## config.mk

```make
export PLATFORM = sky130hd
export DESIGN_NAME = pipe_hazard_ctrl
export DESIGN_NICKNAME = d
export VERILOG_FILES = /design/src/rtl/pipe_hazard_ctrl_pkg.sv /design/src/rtl/hazard_src_use.sv /design/src/rtl/pipe_hazard_ctrl.sv
export SDC_FILE = /design/constraint.sdc
export NUM_CORES = 1
export LEC_CHECK = 0
export CORE_ASPECT_RATIO = 0.8
export CORE_MARGIN = 2
export CORE_UTILIZATION = 33
export CTS_BUF_LIST = sky130_fd_sc_hd__clkbuf_16
export DETAILED_ROUTE_END_ITERATION = 12
export PLACE_DENSITY = 0.75
export SLEW_MARGIN = 15
export SYNTH_ARGS = -nofsm -noshare
export SYNTH_HDL_FRONTEND = slang
export SYNTH_SLANG_ARGS = --single-unit
```

## constraint.sdc

```tcl
create_clock -name CLK -period 1.6 [get_ports CLK]
set_input_delay 0.32 -clock CLK [delete_from_list [all_inputs] [get_ports CLK]]
set_output_delay 0.32 -clock CLK [all_outputs]
set_load 0.02 [all_outputs]
```

## src/rtl/pipe_hazard_ctrl_pkg.sv

```systemverilog
// Shared definitions for the pipeline hazard sequencer: opcodes, FSM encoding
// and the per-cycle pipeline control word.
package pipe_hazard_ctrl_pkg;

  localparam logic [6:0] OP_LOAD  = 7'b0000011;
  localparam logic [6:0] OP_R     = 7'b0110011;
  localparam logic [6:0] OP_B     = 7'b1100011;
  localparam logic [6:0] OP_S     = 7'b0100011;
  localparam logic [6:0] OP_LUI   = 7'b0110111;
  localparam logic [6:0] OP_AUIPC = 7'b0010111;
  localparam logic [6:0] OP_JAL   = 7'b1101111;
  localparam logic [6:0] OP_HALT  = 7'b1111111;

  typedef enum logic [1:0] {
    ST_RUN     = 2'd0,
    ST_MEMWAIT = 2'd1,
    ST_DRAIN   = 2'd2,
    ST_HALT    = 2'd3
  } state_e;

  // Halt needs three more edges to walk EX -> MEM -> WB.
  localparam int                 DRAIN_W   = 2;
  localparam logic [DRAIN_W-1:0] DRAIN_CNT = 2'd3;

  typedef struct packed {
    logic pc_en;
    logic if_id_en;
    logic id_ex_en;
    logic ex_mem_en;
    logic if_id_flush;
    logic id_ex_bubble;
    logic mem_wb_bubble;
  } ctrl_t;

  localparam ctrl_t CTRL_RUN      = 7'b1111_000;
  localparam ctrl_t CTRL_MEMSTALL = 7'b0000_001;
  localparam ctrl_t CTRL_BRANCH   = 7'b1111_110;
  localparam ctrl_t CTRL_LOADUSE  = 7'b0011_010;
  localparam ctrl_t CTRL_HALTID   = 7'b0011_000;
  localparam ctrl_t CTRL_DRAIN    = 7'b0011_010;
  localparam ctrl_t CTRL_FROZEN   = 7'b0000_111;

endpackage

```

## src/rtl/hazard_src_use.sv

```systemverilog
// Opcode -> source-register usage decode. Purely combinational; shared with
// the forwarding unit so both agree on which rs fields are real.
module hazard_src_use
  import pipe_hazard_ctrl_pkg::*;
(
  input  logic [6:0] op,
  output logic       uses_rs1,
  output logic       uses_rs2
);

  assign uses_rs1 = !(op == OP_LUI || op == OP_AUIPC || op == OP_JAL);
  assign uses_rs2 = (op == OP_R) || (op == OP_B) || (op == OP_S);

endmodule

```

## src/rtl/pipe_hazard_ctrl.sv

```systemverilog
// Central advance/hold/bubble sequencer for the five-stage pipeline.
// Optional PIPE_PERF_CNT_EN adds saturating stall/flush/wait counters.
module pipe_hazard_ctrl
  import pipe_hazard_ctrl_pkg::*;
#(
  parameter int WAIT_W   = 4,
  parameter int MAX_WAIT = 15
`ifdef PIPE_PERF_CNT_EN
  ,
  parameter int CNT_W    = 16
`endif
) (
  input  logic       CLK,
  input  logic       RST,
  input  logic       id_valid,
  input  logic [6:0] id_op,
  input  logic [4:0] id_rs1,
  input  logic [4:0] id_rs2,
  input  logic       ex_valid,
  input  logic [6:0] ex_op,
  input  logic [4:0] ex_rd,
  input  logic       ex_br_taken,
  input  logic       mem_req,
  input  logic       mem_ready,
  output logic       pc_en,
  output logic       if_id_en,
  output logic       id_ex_en,
  output logic       ex_mem_en,
  output logic       if_id_flush,
  output logic       id_ex_bubble,
  output logic       mem_wb_bubble,
  output logic       halted,
  output logic       mem_timeout
`ifdef PIPE_PERF_CNT_EN
  ,
  output logic [CNT_W-1:0] stall_cnt,
  output logic [CNT_W-1:0] flush_cnt,
  output logic [CNT_W-1:0] wait_cnt
`endif
);

  state_e              state_q, state_d;
  logic [DRAIN_W-1:0]  drain_q, drain_d;
  logic [WAIT_W-1:0]   wait_q, wait_d, wait_inc;
  logic                timeout_q, timeout_d;
  ctrl_t               ctrl;

  logic uses_rs1, uses_rs2;
  logic loaduse, memstall, halt_id;

  hazard_src_use u_src_use (
    .op       (id_op),
    .uses_rs1 (uses_rs1),
    .uses_rs2 (uses_rs2)
  );

  assign loaduse = ex_valid && (ex_op == OP_LOAD) && (ex_rd != 5'd0) && id_valid &&
                   ((uses_rs1 && (id_rs1 == ex_rd)) || (uses_rs2 && (id_rs2 == ex_rd)));
  assign memstall = mem_req && !mem_ready;
  assign halt_id  = id_valid && (id_op == OP_HALT);
  assign wait_inc = (&wait_q) ? wait_q : wait_q + 1'b1;

  // Mealy decode: a stall must act in the same cycle it is detected.
  always_comb begin
    ctrl    = CTRL_RUN;
    state_d = state_q;
    drain_d = drain_q;
    wait_d  = '0;
    unique case (state_q)
      ST_RUN, ST_MEMWAIT: begin
        if (memstall) begin
          ctrl    = CTRL_MEMSTALL;
          state_d = ST_MEMWAIT;
          wait_d  = wait_inc;
        end else begin
          state_d = ST_RUN;
          // Branch first: whatever sits in ID is wrong-path.
          if (ex_br_taken) begin
            ctrl = CTRL_BRANCH;
          end else if (loaduse) begin
            ctrl = CTRL_LOADUSE;
          end else if (halt_id) begin
            ctrl    = CTRL_HALTID;
            state_d = ST_DRAIN;
            drain_d = DRAIN_CNT;
          end
        end
      end
      ST_DRAIN: begin
        if (memstall) begin
          ctrl   = CTRL_MEMSTALL;
          wait_d = wait_inc;
        end else begin
          ctrl    = CTRL_DRAIN;
          drain_d = drain_q - 1'b1;
          if (drain_q <= DRAIN_W'(1)) state_d = ST_HALT;
        end
      end
      default: ctrl = CTRL_FROZEN;
    endcase
    timeout_d = timeout_q || (wait_d == WAIT_W'(MAX_WAIT));
  end

  always_ff @(posedge CLK or posedge RST) begin
    if (RST) begin
      state_q   <= ST_RUN;
      drain_q   <= '0;
      wait_q    <= '0;
      timeout_q <= 1'b0;
    end else begin
      state_q   <= state_d;
      drain_q   <= drain_d;
      wait_q    <= wait_d;
      timeout_q <= timeout_d;
    end
  end

  // Reset forces the safe pattern combinationally, without waiting for CLK.
  assign pc_en         = ctrl.pc_en         && !RST;
  assign if_id_en      = ctrl.if_id_en      && !RST;
  assign id_ex_en      = ctrl.id_ex_en      && !RST;
  assign ex_mem_en     = ctrl.ex_mem_en     && !RST;
  assign if_id_flush   = ctrl.if_id_flush   || RST;
  assign id_ex_bubble  = ctrl.id_ex_bubble  || RST;
  assign mem_wb_bubble = ctrl.mem_wb_bubble || RST;
  assign halted        = (state_q == ST_HALT) && !RST;
  assign mem_timeout   = timeout_q;

`ifdef PIPE_PERF_CNT_EN
  logic             run_dec, lu_ev, br_ev, wait_ev;
  logic [CNT_W-1:0] stall_cnt_q, stall_cnt_d;
  logic [CNT_W-1:0] flush_cnt_q, flush_cnt_d;
  logic [CNT_W-1:0] wait_cnt_q,  wait_cnt_d;

  assign run_dec = ((state_q == ST_RUN) || (state_q == ST_MEMWAIT)) && !memstall;
  assign br_ev   = run_dec && ex_br_taken;
  assign lu_ev   = run_dec && !ex_br_taken && loaduse;
  assign wait_ev = (state_q == ST_MEMWAIT);

  always_comb begin
    stall_cnt_d = stall_cnt_q;
    flush_cnt_d = flush_cnt_q;
    wait_cnt_d  = wait_cnt_q;
    if (lu_ev   && !(&stall_cnt_q)) stall_cnt_d = stall_cnt_q + 1'b1;
    if (br_ev   && !(&flush_cnt_q)) flush_cnt_d = flush_cnt_q + 1'b1;
    if (wait_ev && !(&wait_cnt_q))  wait_cnt_d  = wait_cnt_q + 1'b1;
  end

  always_ff @(posedge CLK or posedge RST) begin
    if (RST) begin
      stall_cnt_q <= '0;
      flush_cnt_q <= '0;
      wait_cnt_q  <= '0;
    end else begin
      stall_cnt_q <= stall_cnt_d;
      flush_cnt_q <= flush_cnt_d;
      wait_cnt_q  <= wait_cnt_d;
    end
  end

  assign stall_cnt = stall_cnt_q;
  assign flush_cnt = flush_cnt_q;
  assign wait_cnt  = wait_cnt_q;
`endif

endmodule

```

==> impl_results.md, run 1 <==
* Pwr per Cell Area at roughly 710 nW/um^2
* Adder-cell share of the synthesized area at roughly 3.4%
* Die area at 2640 sq um
* R2R cell count at 5
* Status: finished, violations left
* Clock Power Share at roughly 40%
* Buf+Inv Stages, Crit Path at 2
* Crit path cell chain: buf_6 -> or3b_4 -> a21oi_4 -> nor4_4 -> o2111ai_2 -> a32o_2 -> buf_6
* CTS tree: yes
* Psw at approximately 290 uW
* Crit. path cell count at 7
* CP peak stage delay at 0.40 ns
* Die extent in y at 46.3 um
* GPL Wtd Cong at 0.755
* Netlist cell types at 27
* Post-DP HPWL at ~2000 um
* Compound-Gate Fraction of Synth Area at 13.7%
* CORE AREA at about 2100 sq um
* Cell accounting for the most synthesized area: dfrtp_1
* Fin. Hold Viols at 0
* Post-DR vias/cell at 5.02
* Global-route wire length before repair at roughly 4100 um
* Crit share post-route at 122%
* Area after DPL at 1340 sq um
* Ys Warns at 0
* DRT antenna net count at 0
* Worst setup margin at -0.358 ns
* I/O Buffers at 44
* RR Endpoint: mem_timeout$_DFF_PP0_
* Combinational power share at between 30 and 40%
* Drt total wl at 2780 um
* Synthesized flop and latch total at 9
* CP endpoint kind: output port
* Switching Share at 26.9%
* Slew Viols, Final at 0
* Commonest cells post-synth: nor2_1 (10), dfrtp_1 (9), nand3_1 (9)
* Number of remaining DRC errors at 0
* Total CTS buffers at 3
* Diode count at 0
* Synthesized area at 739 sq um
* Mapped Cells at between 90 and 100
* RSZ-0062 raised after global routing: yes
* Clock Tree Root: clkbuf_16
* Worst R2R Setup Slack at 0.12 ns
* Number of global-route vias before repair at 938
* Most frequent CP cell: buf_6
* Failing checks: setup timing
* # Max-Cap Violations at 0
* Pin count of the biggest net entering global routing at 10
* Post-synth EDFFs at 0
* Mean routed wirelength per cell at approximately 15 um
* Area share of the largest cell type after synthesis at a little under a third
* Hold Buf Count CTS at 0
* Req. time, crit path at 1.28 ns
* Initial drt markers at 23
* Sink Count at 9
* Area share of and/or/nand/nor cells after synthesis at approximately a third
* Met1 Wirelength at roughly 1100 um
* Setup violators final at 3
* Total gr overflow at 0
* Top Layer Used: met4
* Ports at 45
* Slew margin rel. at 73.2%
* FF+latch area at 225 sq um
* Slowest CP cell: or3b_4
* Num rows at 15
* CTS H-tree depth at 1
* Final Util at approximately 71%
* Seq/Total Area, Yosys at 30.5%
* Int Pwr at 788 uW
* Worst vdd ir at roughly 0.74 mV
* Fillers at 159
* Critical path's top delay family: compound AO/OA/AOI/OAI gates
* Initial Utilization at 34.6%
* Clk buf depth at 2
* Worst skew pair latency at 0.23 ns
* Antenna violations before repair at 0
* Top FF cell, synth: dfrtp_1
* DR WL met2 at around 1500 um
* Worst r2r src: wait_q[0]$_DFF_PP0_
* Xor/xnor share of the synthesized area at 14.2%
* Initial DRT Pass Iterations at 4
* Routed met3 length at 108 um
* Minimum clock period at just under 2 ns
* CP max FO at 3
* Worst Hold Slack at 0.144 ns
* Area growth syn-to-layout at 106%
* Syn_area_per_cell at roughly 8 sq um
* Worst Hold Class: input pin to asynchronous set/reset pin
* Area contributors post-synth: dfrtp_1 (30%), xnor2_1 (9.5%), nand3_1 (6.1%)
* Post-synthesis mux area share at 1.35%
* Syn Nets at 129
* Die Wd at 56.9 um
* Leakage at 0.000710 uW
* Nets at between 150 and 200
* GRT Util Overall at between 20% and 30%
* Critical path type: input pin to output port
* Setup crit start kind: input pin
* Top-count cell post-synth: nor2_1
* Sequential power share at a little over a quarter
* Post-synth ARST share at 100%
* Worst Path Arrival at 1.64 ns
* Finished Cell Area at 1520 sq um
* Largest family of logic cells by synthesized area: simple AND/OR/NAND/NOR gates
* FMAX at between 500 and 600 MHz
* Post-Layout Cell Count at 181
* Clock transition at path regs at 0.04 ns
* Vias at roughly 910
* Worst Setup EP: if_id_en
* Placed cells at 176
* Layout cells sized above 1 at 49.4%
* Clk_skew at about 0.0021 ns
* Slew @ Worst Pin at 0.398 ns
* Multi-input gate area at ~640 sq um
* Critical path origin: id_op[6]
[repair_timing]
| action | 4_1_cts | 5_1_grt |
|---|---|---|
| pin swaps | 21 | 14 |
| gates resized for setup | 113 | 47 |
| setup endpoints to repair | 11 | 10 |
| cloned | 0 | 0 |
| buffers inserted | 1 | 0 |
[state kept, by name, indices dropped and copies added, names as in the netlist]
| signal | cells |
|---|---|
| state_q | 2 |
| mem_timeout | 1 |
| drain_q | 2 |
| wait_q | 4 |
[layer usage]
metal,vias to the layer above,GRT usage (%)
li1,453,-
met1,431,23.6
met2,21,37.7
met3,4,3.93
met4,0,11.6
met5,-,0
[cells in the final DEF (no fill, tap or decap), drive strengths merged, types with 2 or more instances in the layout]
cell / count
dfrtp: 9
a21oi: 5
nor3: 6
nand2b: 3
clkdlybuf4s15: 6
dlygate4sd2: 7
nand2: 8
a21o: 3
clkbuf: 8
xor2: 4
inv: 4
nor2: 10
xnor2: 8
buf: 38
nor3b: 2
nor2b: 2
nand3: 9
ha: 2
nor4: 3
o21ai: 2
clkdlybuf4s50: 6
[cell families (layout without fill, tap and decap cells)]
family | after synthesis | in the layout
buf+inv | 5 | 70
simple gates | 48 | 48
fa+ha+maj | 2 | 2
xor+xnor | 12 | 12
mux | 1 | 1
compound gates | 14 | 14
flops | 9 | 9
[worst min path at each step]
| stage | endpoint | slack [ns] | startpoint |
|---|---|---|---|
| after global placement | mem_timeout$_DFF_PP0_ | 0.45 | mem_timeout$_DFF_PP0_ |
| after detailed placement | mem_timeout$_DFF_PP0_ | 0.50 | mem_timeout$_DFF_PP0_ |
| after global routing | state_q[0]$_DFFE_PP0P_ | 0.17 | RST |
| final | state_q[1]$_DFFE_PP0P_ | 0.14 | RST |
| after floorplan | drain_q[0]$_DFFE_PP0P_ | 0.18 | RST |
| after CTS | state_q[1]$_DFFE_PP0P_ | 0.49 | RST |
[stage by stage]
step           TNS [ns]  total power [uW]  setup slack, ns
2_1_floorplan    -0.390               436           -0.198
3_3_place_gp      -6.87               601            -1.12
3_5_place_dp      -7.29               613            -1.14
4_1_cts          -0.958              1050           -0.343
5_1_grt           -1.20              1140           -0.409
6_report         -0.984              1080           -0.358
[final cells by class]
class | count | area share (%)
Multi-Input combinational cell | 77 | 42.1
Sequential cell | 9 | 14.8
Inverter | 3 | 0.740
Tap cell | 25 | 2.05
Clock buffer | 3 | 4.93
Clock inverter | 1 | 0.247
Timing Repair Buffer | 63 | 35.2
[worst register-to-register path, cell delays in order (launching register included)]
cell     delay (ns)
dfrtp_1        0.43
ha_1           0.28
nand3_1        0.15
mux2i_1        0.20
nor2_1         0.08
a31o_2         0.24
[power by group through the flow]
stage	Clock, uW	Sequential [uW]	Combinational [uW]
2_1_floorplan	0	278	158
3_3_place_gp	0	279	322
3_5_place_dp	0	282	331
4_1_cts	442	279	326
5_1_grt	454	286	397
6_report	435	281	362
(Power assumes the default switching activity.)
==> run 2, diff against run 1 <==
CORE_MARGIN = unset   (was 2)
TNS_END_PERCENT = 10   (was unset)
==> impl_results.md, run 2 (synthesis gave the netlist of run 1 again) <==
* Worst Path Arrival at 1.64 ns (about the same)
* Critical path type: input pin to output port
* Clk_skew at 0.00118 ns (-0.000960 ns)
* CTS H-tree depth at 1 (unchanged)
* Status: finished, violations left
* GRT Util Overall at 27.0% (+6.1 points)
* Clock Power Share at 39.0% (-1.4 points)
* Area growth syn-to-layout at 102%
* CORE AREA at 2000 sq um (-6.7%)
* Most frequent CP cell: buf_6
* Initial DRT Pass Iterations at 5 (+1)
* Crit share post-route at 123% (+0.40 points)
* Most common cell after layout, fill and taps aside: buf_4
* Crit path cell chain: buf_6 -> xnor2_2 -> nand3_2 -> nor4_4 -> o2111ai_2 -> a32o_2 -> buf_6
* Total gr overflow at 0 (unchanged)
* Setup crit start kind: input pin
* Worst Hold Class: input pin to asynchronous set/reset pin
* Largest registers: wait_q (4), drain_q (2), state_q (2)
* Clk buf depth at 2 (unchanged)
* Post-DP HPWL at 2080 um (+4.0%)
* Initial drt markers at 22 (-4.3%)
* Pwr per Cell Area at 735 nW/um^2 (+3.8%)
* Slew @ Worst Pin at 0.344 ns (-0.0542 ns)
* Clock transition at path regs at 0.04 ns (about the same)
* Mean routed wirelength per cell at 17.2 um (+12%)
* Number of global-route vias before repair at 1013 (+8.0%)
* Vias at 996 (+9.6%)
* Die area at 2440 sq um (-7.7%)
* Max reg flops at 4 (unchanged)
* Combinational power share at 34.9% (+1.3 points)
* Drt total wl at 3110 um (+12%)
* Sum Neg Setup Slack at -1.19 ns (-0.202 ns)
* I/O Buffers at 44 (unchanged)
* Initial Utilization at 37.0% (+2.5 points)
* Setup violators final at 4 (+1)
* Worst Hold Slack at 0.267 ns (+0.123 ns)
* # Max-Cap Violations at 0 (unchanged)
* Sink Count at 9 (unchanged)
* Antenna violations before repair at 0 (unchanged)
* DRT antenna net count at 0 (unchanged)
* Failing checks: setup timing
* Minimum clock period at 1.96 ns (+0.00635 ns)
* Leakage at 0.000701 uW (-1.3%)
* Area after DPL at 1330 sq um (-0.47%)
* Worst skew pair latency at 0.23 ns (about the same)
* Diode count at 0 (unchanged)
* Clock Tree Root: clkbuf_16
* Ports at 45 (unchanged)
* Final Power at 1100 uW (+1.9%)
* CTS tree: yes
* Psw at 310 uW (+6.9%)
* Slew margin rel. at 76.9% (+3.7 points)
* Nets at 196 (+0.51%)
* FMAX at 509 MHz (-0.32%)
* Fillers at 144 (-9.4%)
* Layout cells sized above 1 at 47.8% (-1.6 points)
* Total CTS buffers at 3 (unchanged)
* Worst setup margin at -0.365 ns (-0.00635 ns)
* Slowest CP cell: nor4_4
* CP peak stage delay at 0.31 ns (-0.09 ns)
* Die extent in y at 44.3 um (-4.3%)
* Commonest cells after routing, fill and taps aside: buf_4 (20), buf_6 (12), nor2_1 (9), dfrtp_1 (9), buf_2 (9)
* Pin count of the biggest net entering global routing at 8 (-2)
* RSZ-0062 raised after global routing: yes
* Finished Cell Area at 1500 sq um (-1.8%)
* Int Pwr at 789 uW (about the same)
* Req. time, crit path at 1.28 ns (about the same)
* CP endpoint kind: output port
* Sequential power share at 26.0% (about the same)
* Die Wd at 54.9 um (-3.5%)
* Number of remaining DRC errors at 0 (unchanged)
* CP max FO at 3 (unchanged)
* Global-route wire length before repair at 4550 um (+11%)
* Biggest register: wait_q
* Slew Viols, Final at 0 (unchanged)
* Fin. Hold Viols at 0 (unchanged)
* Num rows at 14 (-1)
* Worst vdd ir at 0.686 mV (-7.8%)
* Switching Share at 28.2% (+1.3 points)
* GPL Wtd Cong at 0.847 (+12%)
* Post-DR vias/cell at 5.50 (+9.6%)
-- run 2: worst paths after layout --
check	start	endpoint	slack, ns	cells after the start
max	ex_rd[4]	if_id_en	-0.36	7
min	RST	drain_q[1]$_DFFE_PP0P_	0.27	3
max reg2reg	wait_q[0]$_DFF_PP0_	mem_timeout$_DFF_PP0_	0.12	5
min reg2reg	mem_timeout$_DFF_PP0_	mem_timeout$_DFF_PP0_	0.46	1
max in group asynchronous	RST	state_q[0]$_DFFE_PP0P_	1.12	4
min in group CLK	mem_timeout$_DFF_PP0_	mem_timeout$_DFF_PP0_	0.46	1
-- run 2: what timing repair did --
action | in CTS | in global routing
hold buffers | 0 | 0
buffers inserted | 2 | 0
pin swaps | 19 | 18
gates resized for setup | 122 | 43
endpoints found under the setup margin | 11 | 11
-- run 2: metal layers --
layer | global-route usage [%] | wire [um] | vias to the layer above
li1 | - | - | 460
met1 | 30.7 | 1210 | 477
met2 | 47.7 | 1680 | 47
met3 | 6.19 | 140 | 12
met4 | 11.0 | 80 | 0
met5 | 0 | 0 | -
-- run 2: layout make-up --
type	count	area [sq um]	share of cell area, %
inverter	3	11.3	0.753
sequential	9	225	15.1
clock inverter	1	3.75	0.251
tap	24	30.0	2.01
clock buffer	3	75.1	5.02
timing repair buffer	64	538	36.0
multi-input combinational	77	612	40.9
-- run 2: stage by stage --
stage / setup WS [ns] / util (%) / instances
floorplan: -0.198 / - / 91
global placement: -1.13 / 66.7 / 175
detailed placement: -1.24 / 66.7 / 175
CTS: -0.347 / 73.7 / 181
global route: -0.399 / 74.9 / 181
finish: -0.365 / 74.9 / 181
-- run 2: critical path, delay by kind of cell --
family | cells | cell delay [ns]
compound gates | 2 | 0.46
simple gates | 2 | 0.44
buf+inv | 2 | 0.24
xor+xnor | 1 | 0.18
-- run 2: power by group through the flow --
stage | sequential, uW | combinational (uW) | clock, uW
4_1_cts | 283 | 352 | 432
3_5_place_dp | 283 | 336 | 0
2_1_floorplan | 278 | 157 | 0
6_report | 286 | 384 | 429
3_3_place_gp | 280 | 322 | 0
5_1_grt | 288 | 406 | 444
